### config.mk
export PLATFORM = sky130hd
export DESIGN_NAME = dram_access_sequencer
export DESIGN_NICKNAME = d
export VERILOG_FILES = /design/src/rtl/dram_access_sequencer.sv
export SDC_FILE = /design/constraint.sdc
export NUM_CORES = 1
export LEC_CHECK = 0
export CORE_MARGIN = 2
export CORE_UTILIZATION = 32
export DETAILED_ROUTE_END_ITERATION = 10
export SYNTH_ARGS = -nofsm -noshare
export SYNTH_HDL_FRONTEND = slang
export SYNTH_SLANG_ARGS = --single-unit
### constraint.sdc
create_clock -name clk -period 2.2 [get_ports clk]
set_input_delay 0.55 -clock clk [delete_from_list [all_inputs] [get_ports clk]]
set_output_delay 0.55 -clock clk [all_outputs]
set_load 0.02 [all_outputs]
### src/rtl/dram_access_sequencer.sv
// dram_access_sequencer: walks a strided burst of DRAM requests
// (address/write_en/req_valid) and tracks read-return latency (rd_valid).
// Ports: clk, rst_n (async low); command start/op_write/base_addr/stride/
// length; stall back-pressure; request address/write_en/req_valid;
// rd_valid; progress issued/busy/done.
module dram_access_sequencer #(
   parameter int ADDR_W = 8,
   parameter int LEN_W  = 9,
   parameter int RD_LAT = 2
) (
   input  logic              clk,
   input  logic              rst_n,
   input  logic              start,
   input  logic              op_write,
   input  logic [ADDR_W-1:0] base_addr,
   input  logic [ADDR_W-1:0] stride,
   input  logic [LEN_W-1:0]  length,
   input  logic              stall,
   output logic [ADDR_W-1:0] address,
   output logic              write_en,
   output logic              req_valid,
   output logic              rd_valid,
   output logic [LEN_W-1:0]  issued,
   output logic              busy,
   output logic              done
);

   typedef enum logic [1:0] {
      IDLE,
      ISSUE,
      DRAIN,
      DONE
   } state_t;

   state_t            state;
   logic [ADDR_W-1:0] addr_q;
   logic [ADDR_W-1:0] stride_q;
   logic [ADDR_W-1:0] last_q;
   logic [LEN_W-1:0]  len_q;
   logic [LEN_W-1:0]  cnt_q;
   logic              op_q;
   logic              done_q;
   logic [2:0]        drain_q;
   logic [RD_LAT-1:0] rd_sr;
   logic              fire;
   logic              last;

   // A request goes out only in ISSUE and only when not stalled.
   assign fire      = (state == ISSUE) && !stall;
   assign last      = (cnt_q + 1'b1) == len_q;
   assign req_valid = fire;
   assign write_en  = fire & op_q;
   // Outside a live request the address shows the last one issued.
   assign address   = fire ? addr_q : last_q;
   assign issued    = cnt_q;
   assign busy      = (state != IDLE);
   assign done      = done_q;
   assign rd_valid  = rd_sr[RD_LAT-1];

   always_ff @(posedge clk or negedge rst_n) begin
      if (!rst_n) begin
         state    <= IDLE;
         addr_q   <= '0;
         stride_q <= '0;
         last_q   <= '0;
         len_q    <= '0;
         cnt_q    <= '0;
         op_q     <= 1'b0;
         done_q   <= 1'b0;
         drain_q  <= '0;
         rd_sr    <= '0;
      end else begin
         done_q   <= 1'b0;
         rd_sr[0] <= fire & ~op_q;
         for (int i = 1; i < RD_LAT; i++) begin
            rd_sr[i] <= rd_sr[i-1];
         end
         unique case (state)
            IDLE: begin
               if (start) begin
                  if (length == '0) begin
                     done_q <= 1'b1;
                  end else begin
                     addr_q   <= base_addr;
                     stride_q <= stride;
                     len_q    <= length;
                     op_q     <= op_write;
                     cnt_q    <= '0;
                     state    <= ISSUE;
                  end
               end
            end
            ISSUE: begin
               if (fire) begin
                  last_q <= addr_q;
                  addr_q <= addr_q + stride_q;
                  cnt_q  <= cnt_q + 1'b1;
                  if (last) begin
                     if (op_q) begin
                        done_q <= 1'b1;
                        state  <= DONE;
                     end else begin
                        drain_q <= 3'(RD_LAT - 1);
                        state   <= DRAIN;
                     end
                  end
               end
            end
            DRAIN: begin
               // Hold until the final read's rd_valid cycle has passed.
               if (drain_q == '0) begin
                  done_q <= 1'b1;
                  state  <= DONE;
               end else begin
                  drain_q <= drain_q - 1'b1;
               end
            end
            DONE: begin
               state <= IDLE;
            end
            default: state <= IDLE;
         endcase
      end
   end

endmodule

# Word level (Yosys, flattened, before mapping)
# Index checks and enable logic that the tools add are counted.
[word_totals]
register_bits = 51
latchBits = 0
ramBits = 0
mem_bits_ro = 0
in_bits = 30
output_inout_bits = 22
word_cells = 68
mem_count = 0
[op_classes]
addsub = 3
n_mul = 0
div_mod_pow = 0
order_cmp = 0
eq_ne = 11
shift = 0
mux = 28
bitwise_logic = 4
n_reduce_logical = 12
[op_table]
columns = ["operator", "count"]
rows = [
  ["8-bit two-way mux", 4],
  ["9-bit two-way mux", 3],
  ["9-bit one-hot mux with 2 select lines", 1],
  ["8-bit one-hot mux with 2 select lines", 1],
  ["2-bit inequality test, second input constant", 7],
  ["3-bit two-way mux", 4],
  ["2-bit two-way mux", 5],
  ["5-bit AND reduction", 2],
  ["9-bit by 1-bit adder with 9-bit output, second input constant", 1],
  ["9-bit == test", 1],
  ["9-bit logical NOT", 1],
  ["8-bit adder", 1],
  ["2-bit one-hot mux with 4 select lines", 1],
  ["1-bit two-way mux", 7],
  ["3-bit one-hot mux with 2 select lines", 1],
  ["2-bit nonzero test", 3],
  ["2-bit == test, second input constant", 2],
  ["4-bit AND reduction", 1],
  ["3-bit logical NOT", 1],
  ["1-bit one-hot mux with 3 select lines", 1],
  ["3-bit AND reduction", 1],
  ["3-bit by 1-bit subtractor with 3-bit output, second input constant", 1],
  ["1-bit AND", 2],
  ["2-bit by 1-bit == test with 1-bit output, second input constant", 1],
  ["other kinds (4)", 5],
]

# Longest topological paths before layout
# Gate-level depths: netlist of run 1.
[depth]
depth_word = 5
mapped_depth = 10
mapped_depth_nobuf = 10

# Least setup slack after synthesis of run 1
# Ideal clock, no wire load.
[synth_path]
kind = "input -> register"
from = "input length[2]"
to = "register addr_q[7]"
setup_time_ps = 104
arrival_ps = 2220
required_time_ps = 2096
slack_ps = -124
path_stages = 7
path_buffers = 0
cell_sequence = "or4_4 nor4_4 nor2_2 o21ai_2 nor2_1 mux2_2 a221oi_1"
[synth_via]
elab_chain_cells = 3
[synth_rtl]
columns = ["element", "line_no", "source"]
rows = [
  ["start, declared", "17", "input logic [LEN_W-1:0] length,"],
  ["9-bit logical NOT", "81", "if (length == '0) begin"],
  ["2-bit inequality test (no source line)", "-", ""],
  ["4-bit AND reduction (no source line)", "-", ""],
  ["end signal, assigned", "84", "addr_q <= base_addr;"],
  ["end signal, assigned", "96", "addr_q <= addr_q + stride_q;"],
  ["end, declared", "36", "logic [ADDR_W-1:0] addr_q;"],
]
# Every way passes these cells.
# A chain may end at the register's enable or synchronous reset.

# Final worst setup path of run 1
[layout_path]
from = "register addr_q[1]"
to = "register addr_q[7]"
[layout_via]
elab_chain_cells = 3
[layout_rtl]
columns = ["element", "line_no", "source"]
rows = [
  ["8-bit adder", "96", ""],
  ["8-bit two-way mux", "94", "if (fire) begin"],
  ["8-bit one-hot mux with 2 select lines", "78", "unique case (state)"],
]
# Every way passes these cells. The select of a mux whose other input is x is not followed.

==> results of run 1 <==
[worst paths after layout]
path                                start         to  cells past startpoint
min in group clk                 rd_sr[0]   rd_sr[1]                      0
worst max register to register  addr_q[1]  addr_q[7]                      8
worst min-delay path                rst_n   len_q[4]                      2
worst min register to register   rd_sr[0]   rd_sr[1]                      0
max in group asynchronous           rst_n  issued[0]                      2
worst max-delay path            addr_q[1]  addr_q[7]                      8
[cell type report]
type / count / share of cell area [%]
clock buffers: 6 / 1.71
well taps: 108 / 3.18
multi-input cells: 221 / 39.1
repair buffers: 118 / 23.5
flip-flops and latches: 51 / 30.2
clock inverters: 1 / 0.708
inverters: 17 / 1.62
[critical path: stages (launching register included)]
cell and delay [ns]:
dfrtp_1 0.39, ha_1 0.30, a21oi_2 0.16, nor2b_1 0.08, o31a_1 0.27, o41ai_2 0.23
xnor2_1 0.21, mux2_4 0.34, a221oi_2 0.23
[state kept, by name, summed over array words and instances (netlist names)]
name,flops
op_q,1
issued,9
state,2
len_q,9
rd_sr,2
done,1
stride_q,8
last_q,8
addr_q,8
drain_q,3
[logic make-up after synthesis]
kind of cell	Yosys count	synth area share, %
AOI/OAI and AO/OA	69	15.5
DFF	51	43.9
buffers and inverters	30	3.96
and+or+nand+nor	99	16.7
adders and majority gates	15	6.72
muxes	24	9.04
xor gates and xnor gates	14	4.22
[synth_stat cells, types with 3 or more instances]
library cell / number
a21o_1: 3
a21oi_1: 16
clkbuf_1: 9
dfrtp_1: 51
ha_1: 14
inv_1: 16
mux2_2: 18
mux2i_1: 6
nand2_1: 46
nand2b_1: 4
nor2_1: 17
nor2b_1: 6
nor3_1: 6
o21ai_0: 22
o31a_1: 3
o31ai_1: 4
o41ai_1: 5
or3_1: 3
xnor2_1: 9
xor2_1: 5
[per-stage QoR]
step | instance area, µm² | hold WS [ns]
after detailed placement | 3940 | 0.362
after global placement | 3940 | 0.341
after floorplan | 2910 | 0.254
after global routing | 4240 | 0.236
after CTS | 4190 | 0.219
final | 4240 | 0.215
[report_power, final]
| group | internal [mW] | switching [mW] | total [mW] |
|---|---|---|---|
| clock network | 0.334 | 0.309 | 0.643 |
| logic | 1.67 | 1.65 | 3.33 |
| registers | 1.33 | 0.257 | 1.59 |
| total | 3.34 | 2.22 | 5.55 |
[metal layers]
layer	vias up	share of wire [%]	track usage, %
met4	0	1.6	4.43
met1	1227	44	20.1
met2	56	50	27.0
met3	9	4.2	2.18
met5	-	0	0
li1	1286	-	-
[timing repair]
item	in CTS	in global routing
setup endpoints to repair	51	21
buffers inserted	6	4
pin swaps	15	9
gates resized for setup	84	10
endpoints found under the hold margin	0	0
==> results by group, run 1 <==
Status
  • Run status: complete, but fails checks
  • Failing checks: setup timing

Drt
  • Vias/cell: 4.94
  • DR pass1 iterations: 4
  • Post-route ant nets: 0
  • WL/cell: 14.0 µm
  • Iter 0 DRT Violations: 47
  • Total vias in the final route: 2578
  • Total wire length: 7320 µm
  • DRC: 0

Timing
  • # setup viols final: 1
  • Final Hold Viols: 0
  • Setup TNS: -0.0935 ns
  • Clock Skews: 0.00749 ns
  • Fin crit share: 104%
  • Worst slew margin: 68.4%
  • Fmax: 436 MHz
  • Final Max Slew Viols: 0
  • Fin crit period: 2.29 ns
  • Slew @ Worst Pin: 0.469 ns
  • Setup WS post-layout: -0.0935 ns
  • RSZ-0062 raised after global routing: yes

Finish
  • Fin util: 48.4%
  • Area Overhead vs Synth: 46.0%
  • Most common cell after layout, fill and taps aside: buf_4
  • Commonest non-fill, non-tap cells in the layout: buf_4, dfrtp_1, nand2_1, clkdlybuf4s50_1, o21ai_0
  • Fraction of layout cells with a size suffix above 1: 32.4%
  • FF/Latch Area: 1280 µm²
  • Multi-input gate area: 1660 µm²
  • Fin cells: 522
  • Number of fill cells: 842
  • Final net count: 459
  • ANT cells: 0

Floorplan
  • DIE AREA: 9860 µm²
  • Die width: 99.3 µm
  • Row count: 34
  • Starting Density: 33.2%
  • Chip Height: 99.3 µm
  • # IOs: 52
  • Core area: 8760 µm²

Global route
  • First-pass GRT wire length: 12400 µm
  • Vias in the first global route: 2634
  • GRT Util Overall: 15.5%
  • Initial antenna violation count: 0
  • Largest net degree at the start of global routing: 32
  • GR Overflow Total: 0

Logic synthesis
  • Yosys cell types: 51
  • Register area share after synthesis: 43.9%
  • Post-Syn Nets: 347
  • #FFs+latches synth: 51
  • Synth Instances: 302
  • Async SR Flop Fraction: 100%
  • Area leader, netlist: dfrtp_1
  • Area contributors post-synth: dfrtp_1, mux2_2, ha_1
  • Warnings from Yosys: 0
  • Syn Std Cell Area: 2910 µm²
  • Post-synth top flop: dfrtp_1
  • Synth top area share: 43.9%
  • Syn avg cell area: 9.62 µm²
  • EDFF count, synth: 0

CTS
  • # hold bufs at CTS: 0
  • CTS tree: built
  • Num Clock Sinks: 51
  • Worst-Skew Late Latency: 0.31 ns
  • CTS Root Cell: clkbuf_8
  • H-tree depth: 2
  • CTS clk-pin slew, worst paths: 0.10 ns
  • Max clock buf depth: 2
  • CTS buffer count: 5

Power
  • Power per cell area: 1310 nW/µm²
  • Lkg Pwr: 1.95 nW
  • PnR Total Power: 5.55 mW
  • Peak VDD IR: 0.569 mV

Setup path
  • WS Path Type: register to register
  • Arr. time, crit path: 2.51 ns
  • Worst setup SP type: register
  • R2r setup slk: -0.09 ns
  • Critical Path End Type: register
  • CP max FO: 2
  • CP required: 2.41 ns

Place
  • Hpwl dp: 5460 µm
  • Pre-CTS WS: -0.604 ns
  • Placed Cells: 505
  • Gpl congestion: 0.820
  • Input/output buffers: 51

Run
  • Max-cap violations: 0

Min path
  • Hold Path Class: primary input to asynchronous set/reset pin
No activity file was read; power rests on OpenSTA's default activity.
==> inputs of run 2 (changes only) <==
clock period = 2.7 ns   (was 2.2 ns; I/O delays follow)
==> run 2 against run 1 <==
The run now ends clean. Setup slack improved by 0.18 ns. Die area did not move. Clock power fell by 26%. Global-route usage fell by 1.4 points. Via count fell by 7.1%. Critical path depth fell by 2. Largest power group unchanged. Final cell count fell by 8.0%. Clock skew rose by 0.0056 ns. Largest cell class unchanged.
==> results by group, run 2 (synthesized netlist as in run 1, its figures left out) <==
Status
  • Run status: finished clean

Floorplan
  • Starting Density: 33.2%
  • Chip Height: 99.3 µm
  • DIE AREA: 9860 µm²
  • Die width: 99.3 µm
  • Row count: 34
  • Core area: 8760 µm²
  • # IOs: 52

Drt
  • Highest metal used: met4
  • DR pass1 iterations: 4
  • WL/cell: 13.7 µm
  • Met3 WL: 369 µm
  • Met2 routed WL: 3030 µm
  • Post-route ant nets: 0
  • Total vias in the final route: 2396
  • Vias/cell: 4.99
  • DRC: 0
  • Total wire length: 6560 µm
  • Iter 0 DRT Violations: 61
  • M1 wire length: 3050 µm

Finish
  • Fraction of layout cells with a size suffix above 1: 16.9%
  • Number of fill cells: 878
  • FF/Latch Area: 1280 µm²
  • Commonest non-fill, non-tap cells in the layout: dfrtp_1, nand2_1, clkdlybuf4s50_1, o21ai_0, buf_4
  • Final net count: 416
  • ANT cells: 0
  • Most common cell after layout, fill and taps aside: dfrtp_1
  • Area Overhead vs Synth: 30.3%
  • Multi-input gate area: 1520 µm²

Timing
  • Fmax: 383 MHz
  • Slew @ Worst Pin: 0.541 ns
  • Final Max Slew Viols: 0
  • Final Hold Viols: 0
  • Fin crit period: 2.61 ns
  • # setup viols final: 0
  • Setup TNS: 0 ns
  • RSZ-0062 raised after global routing: no
  • Worst slew margin: 64.0%
  • Hold Slack: 0.230 ns
  • Fin crit share: 96.7%
  • Clock Skews: 0.0131 ns

CTS
  • Worst-Skew Late Latency: 0.32 ns
  • Setup Buffers After CTS: 0
  • H-tree depth: 2
  • Max clock buf depth: 2
  • Num Clock Sinks: 51
  • CTS Root Cell: clkbuf_8
  • CTS buffer count: 5
  • CTS tree: built
  • CTS clk-pin slew, worst paths: 0.10 ns

Power
  • Peak VDD IR: 0.391 mV
  • PnR Total Power: 4.08 mW
  • Lkg Pwr: 1.70 nW
  • Flop pwr share: 32.0%
  • Combinational Power Share: 56.3%
  • Sw Ratio: 41.1%
  • Power per cell area: 1080 nW/µm²
  • Pint: 2.40 mW
  • Clk pwr share: 11.7%
  • Switching power of the nets: 1.67 mW

Setup path
  • Worst setup path start: stall
  • CP delay by family, top: buffers and inverters
  • CP required: 2.03 ns
  • Critical Path End Type: primary output
  • Worst setup SP type: primary input
  • CP most frequent cell: nand2_1
  • CP bufs+invs: 3
  • CP max FO: 13
  • Reg2reg start: issued[1]
  • CP Cell Sequence: clkdlybuf4s50_1 -> nand2b_1 -> buf_4 -> nand2_1 -> nand2_1 -> clkdlybuf4s15_1
  • CP max stage cell: clkdlybuf4s50_1
  • Critical Path Max Stage Delay: 0.47 ns
  • Arr. time, crit path: 1.94 ns
  • WS Path Type: primary input to primary output

Min path
  • Hold Path Class: primary input to asynchronous set/reset pin

Global route
  • Largest net degree at the start of global routing: 42
  • Initial antenna violation count: 0
  • GRT Util Overall: 14.1%
  • Vias in the first global route: 2378
  • GR Overflow Total: 0
  • First-pass GRT wire length: 11300 µm

Place
  • Hpwl dp: 4880 µm
  • Input/output buffers: 51
  • Gpl congestion: 0.810

Run
  • Max-cap violations: 0
## run 2: through the flow
stage	utilization, %	area, µm²	setup slack, ns	cells
finish	43.2	3790	0.0892	480
global placement	42.4	3710	-0.231	472
detailed placement	42.4	3710	-0.242	472
CTS	43.3	3800	0.0115	480
floorplan	-	2910	0.251	302
global route	43.2	3790	0.00225	480
## run 2: final timing paths
path                       slack, ns  cells after the start    endpoint
min reg2reg                     0.36                      0    rd_sr[1]
max                             0.09                      6  address[0]
min in group clk                0.36                      0    rd_sr[1]
max reg2reg                     0.25                      7  drain_q[2]
min                             0.23                      1    len_q[3]
max in group asynchronous       1.95                      2    state[1]
## run 2: what timing repair did
action,in CTS,in global routing
pin swaps,0,1
hold buffers,0,0
endpoints found under the setup margin,10,9
resized for setup,11,14
## run 2: per-layer routing
layer / vias to the layer above / track usage (%)
met1: 1126 / 18.9
met4: 0 / 4.85
met2: 65 / 23.1
met5: - / 0
met3: 9 / 2.60
li1: 1196 / -
## run 2: area by class of cell
cell class	count	area share (%)
multi-input combinational	221	40.0
tap	108	3.57
inverter	17	1.72
clock buffer	5	1.82
timing repair buffer	75	18.5
clock inverter	3	0.727
sequential	51	33.7
## run 2: power groups by stage
stage,sequential (mW),combinational (mW),clock [mW]
after floorplan,1.29,1.60,0
after global placement,1.32,2.30,0
after detailed placement,1.32,2.36,0
after CTS,1.31,2.32,0.502
after global routing,1.35,2.58,0.532
final,1.30,2.29,0.478
==> inputs of run 3 (changes only) <==
SETUP_SLACK_MARGIN = 0.05   (was default)
clock period = 2.3 ns   (was 2.7 ns; I/O delays follow)
==> run 3 against run 2 <==
Register-to-register slack lost 0.23 ns. Power rose by 37%. Worst hold slack improved by 0.019 ns. Sequential power up 18%. Highest routed layer unchanged.
==> results by group, run 3 (synthesized netlist as in run 1, its figures left out) <==
Status
  • Run status: finished clean

Timing
  • Fin crit share: 99.2%
  • Final Max Slew Viols: 0
  • Final Hold Viols: 0
  • Fmax: 438 MHz
  • RSZ-0062 raised after global routing: yes
  • Slew @ Worst Pin: 0.545 ns
  • Clock Skews: 0.0142 ns
  • Fin crit period: 2.28 ns
  • # setup viols final: 0
  • Worst slew margin: 63.4%

Setup path
  • WS Path Type: register to register
  • CP Capture Point: drain_q[1]
  • Worst R2R End: drain_q[1]
  • CP bufs+invs: 1
  • R2r setup slk: 0.02 ns
  • CP max FO: 4
  • Arr. time, crit path: 2.53 ns
  • CP delay by family, top: compound AO/OA/AOI/OAI gates
  • CP Cell Sequence: ha_4 -> and4_4 -> buf_4 -> nand4_1 -> o31ai_4 -> o2111ai_4 -> o31a_1 -> o31ai_2 -> a22o_1
  • Reg2reg start: issued[1]
  • Worst setup path start: issued[1]
  • Critical Path Max Stage Delay: 0.41 ns
  • CP max stage cell: dfrtp_1
  • Worst path depth: 9
  • Reg2Reg Depth: 9
  • Worst setup SP type: register
  • CP required: 2.55 ns
  • Critical Path End Type: register

Power
  • Lkg Pwr: 1.98 nW
  • Power per cell area: 1300 nW/µm²
  • Peak VDD IR: 0.482 mV
  • PnR Total Power: 5.58 mW

Finish
  • FF/Latch Area: 1280 µm²
  • ANT cells: 0
  • Fin util: 49.1%
  • Commonest non-fill, non-tap cells in the layout: buf_4, dfrtp_1, nand2_1, clkdlybuf4s50_1
  • Fraction of layout cells with a size suffix above 1: 32.6%
  • Area Overhead vs Synth: 48.1%
  • Final net count: 453
  • Most common cell after layout, fill and taps aside: buf_4
  • Multi-input gate area: 1720 µm²
  • Fin cells: 516
  • Number of fill cells: 833
  • Final Cell Area: 4310 µm²

CTS
  • # hold bufs at CTS: 0
  • CTS clk-pin slew, worst paths: 0.09 ns
  • CTS Root Cell: clkbuf_8
  • CTS buffer count: 5
  • Num Clock Sinks: 51
  • Worst-Skew Late Latency: 0.31 ns
  • H-tree depth: 2
  • CTS tree: built
  • Max clock buf depth: 2

Floorplan
  • Row count: 34
  • Chip Height: 99.3 µm
  • # IOs: 52
  • Starting Density: 33.2%
  • Core area: 8760 µm²
  • Die width: 99.3 µm
  • DIE AREA: 9860 µm²

Drt
  • Iter 0 DRT Violations: 94
  • Post-route ant nets: 0
  • DRC: 0
  • DR pass1 iterations: 4
  • WL/cell: 14.4 µm
  • Total wire length: 7460 µm
  • Total vias in the final route: 2555
  • Vias/cell: 4.95

Run
  • Max-cap violations: 0

Global route
  • GR Overflow Total: 0
  • Largest net degree at the start of global routing: 31
  • GRT Util Overall: 15.4%
  • Initial antenna violation count: 0
  • Vias in the first global route: 2483
  • First-pass GRT wire length: 12200 µm

Place
  • Hpwl dp: 5320 µm
  • Gpl congestion: 0.792
  • Placed Cells: 494
  • DP Area: 3870 µm²
  • Input/output buffers: 51

Min path
  • Hold Path Class: primary input to asynchronous set/reset pin
## run 3: changes by cell type in the layout (fill, tap and decap cells not counted), moves of 6 or more
cell             delta
buf_2               +8
buf_4              +32
clkdlybuf4s50_1     -8
o21ai_0             -6
o21ai_1             +6
## run 3: worst min-delay path by stage
stage / endpoint / slack (ns) / startpoint / cells after the start
after floorplan: addr_q[0] / 0.28 / rst_n / 0
after global placement: rd_sr[1] / 0.33 / rd_sr[0] / 0
after detailed placement: rd_sr[1] / 0.33 / rd_sr[0] / 0
after CTS: len_q[3] / 0.25 / rst_n / 1
after global routing: issued[3] / 0.26 / rst_n / 1
final: issued[5] / 0.25 / rst_n / 1
## run 3: layer usage
layer,vias to the layer above,global-route usage (%),wire length [µm]
met5,-,0,0
met4,0,4.74,102
met3,6,2.67,295
met2,51,25.1,3680
met1,1224,20.8,3370
li1,1274,-,-
## run 3: what timing repair did
item	in CTS	in global routing
gates cloned	2	2
buffers inserted	3	8
setup endpoints to repair	49	20
pin swaps	6	18
hold endpoints to repair	0	0
gates resized for setup	71	33
## run 3: where the power goes
group          total [mW]  internal (mW)  switching [mW]  leakage (nW)
combinational        3.43           1.78            1.66          1.30
sequential           1.53           1.27           0.262         0.632
clock               0.613          0.320           0.293        0.0513
total                5.58           3.37            2.21          1.98
## run 3: worst reg2reg max path, cell delays in order (launching register included)
cell and delay [ns]:
dfrtp_1 0.41, ha_4 0.18, and4_4 0.25, buf_4 0.11, nand4_1 0.15, o31ai_4 0.13, o2111ai_4 0.21, o31a_1 0.39
o31ai_2 0.26, a22o_1 0.16
## run 3: final cells by class
type	count	share of cell area [%]
Clock buffer	6	1.69
Clock inverter	1	0.697
Inverter	17	1.60
Multi-Input combinational cell	222	39.9
Sequential cell	51	29.7
Tap cell	108	3.14
Timing Repair Buffer	111	23.3
## run 3: per-stage QoR
step	TNS (ns)	hold WS, ns	setup slack [ns]
after CTS	0	0.254	0.0274
final	0	0.249	0.0193
after floorplan	-0.0490	0.279	-0.0490
after detailed placement	-19.33	0.335	-0.547
after global routing	-0.375	0.258	-0.151
after global placement	-16.24	0.334	-0.450
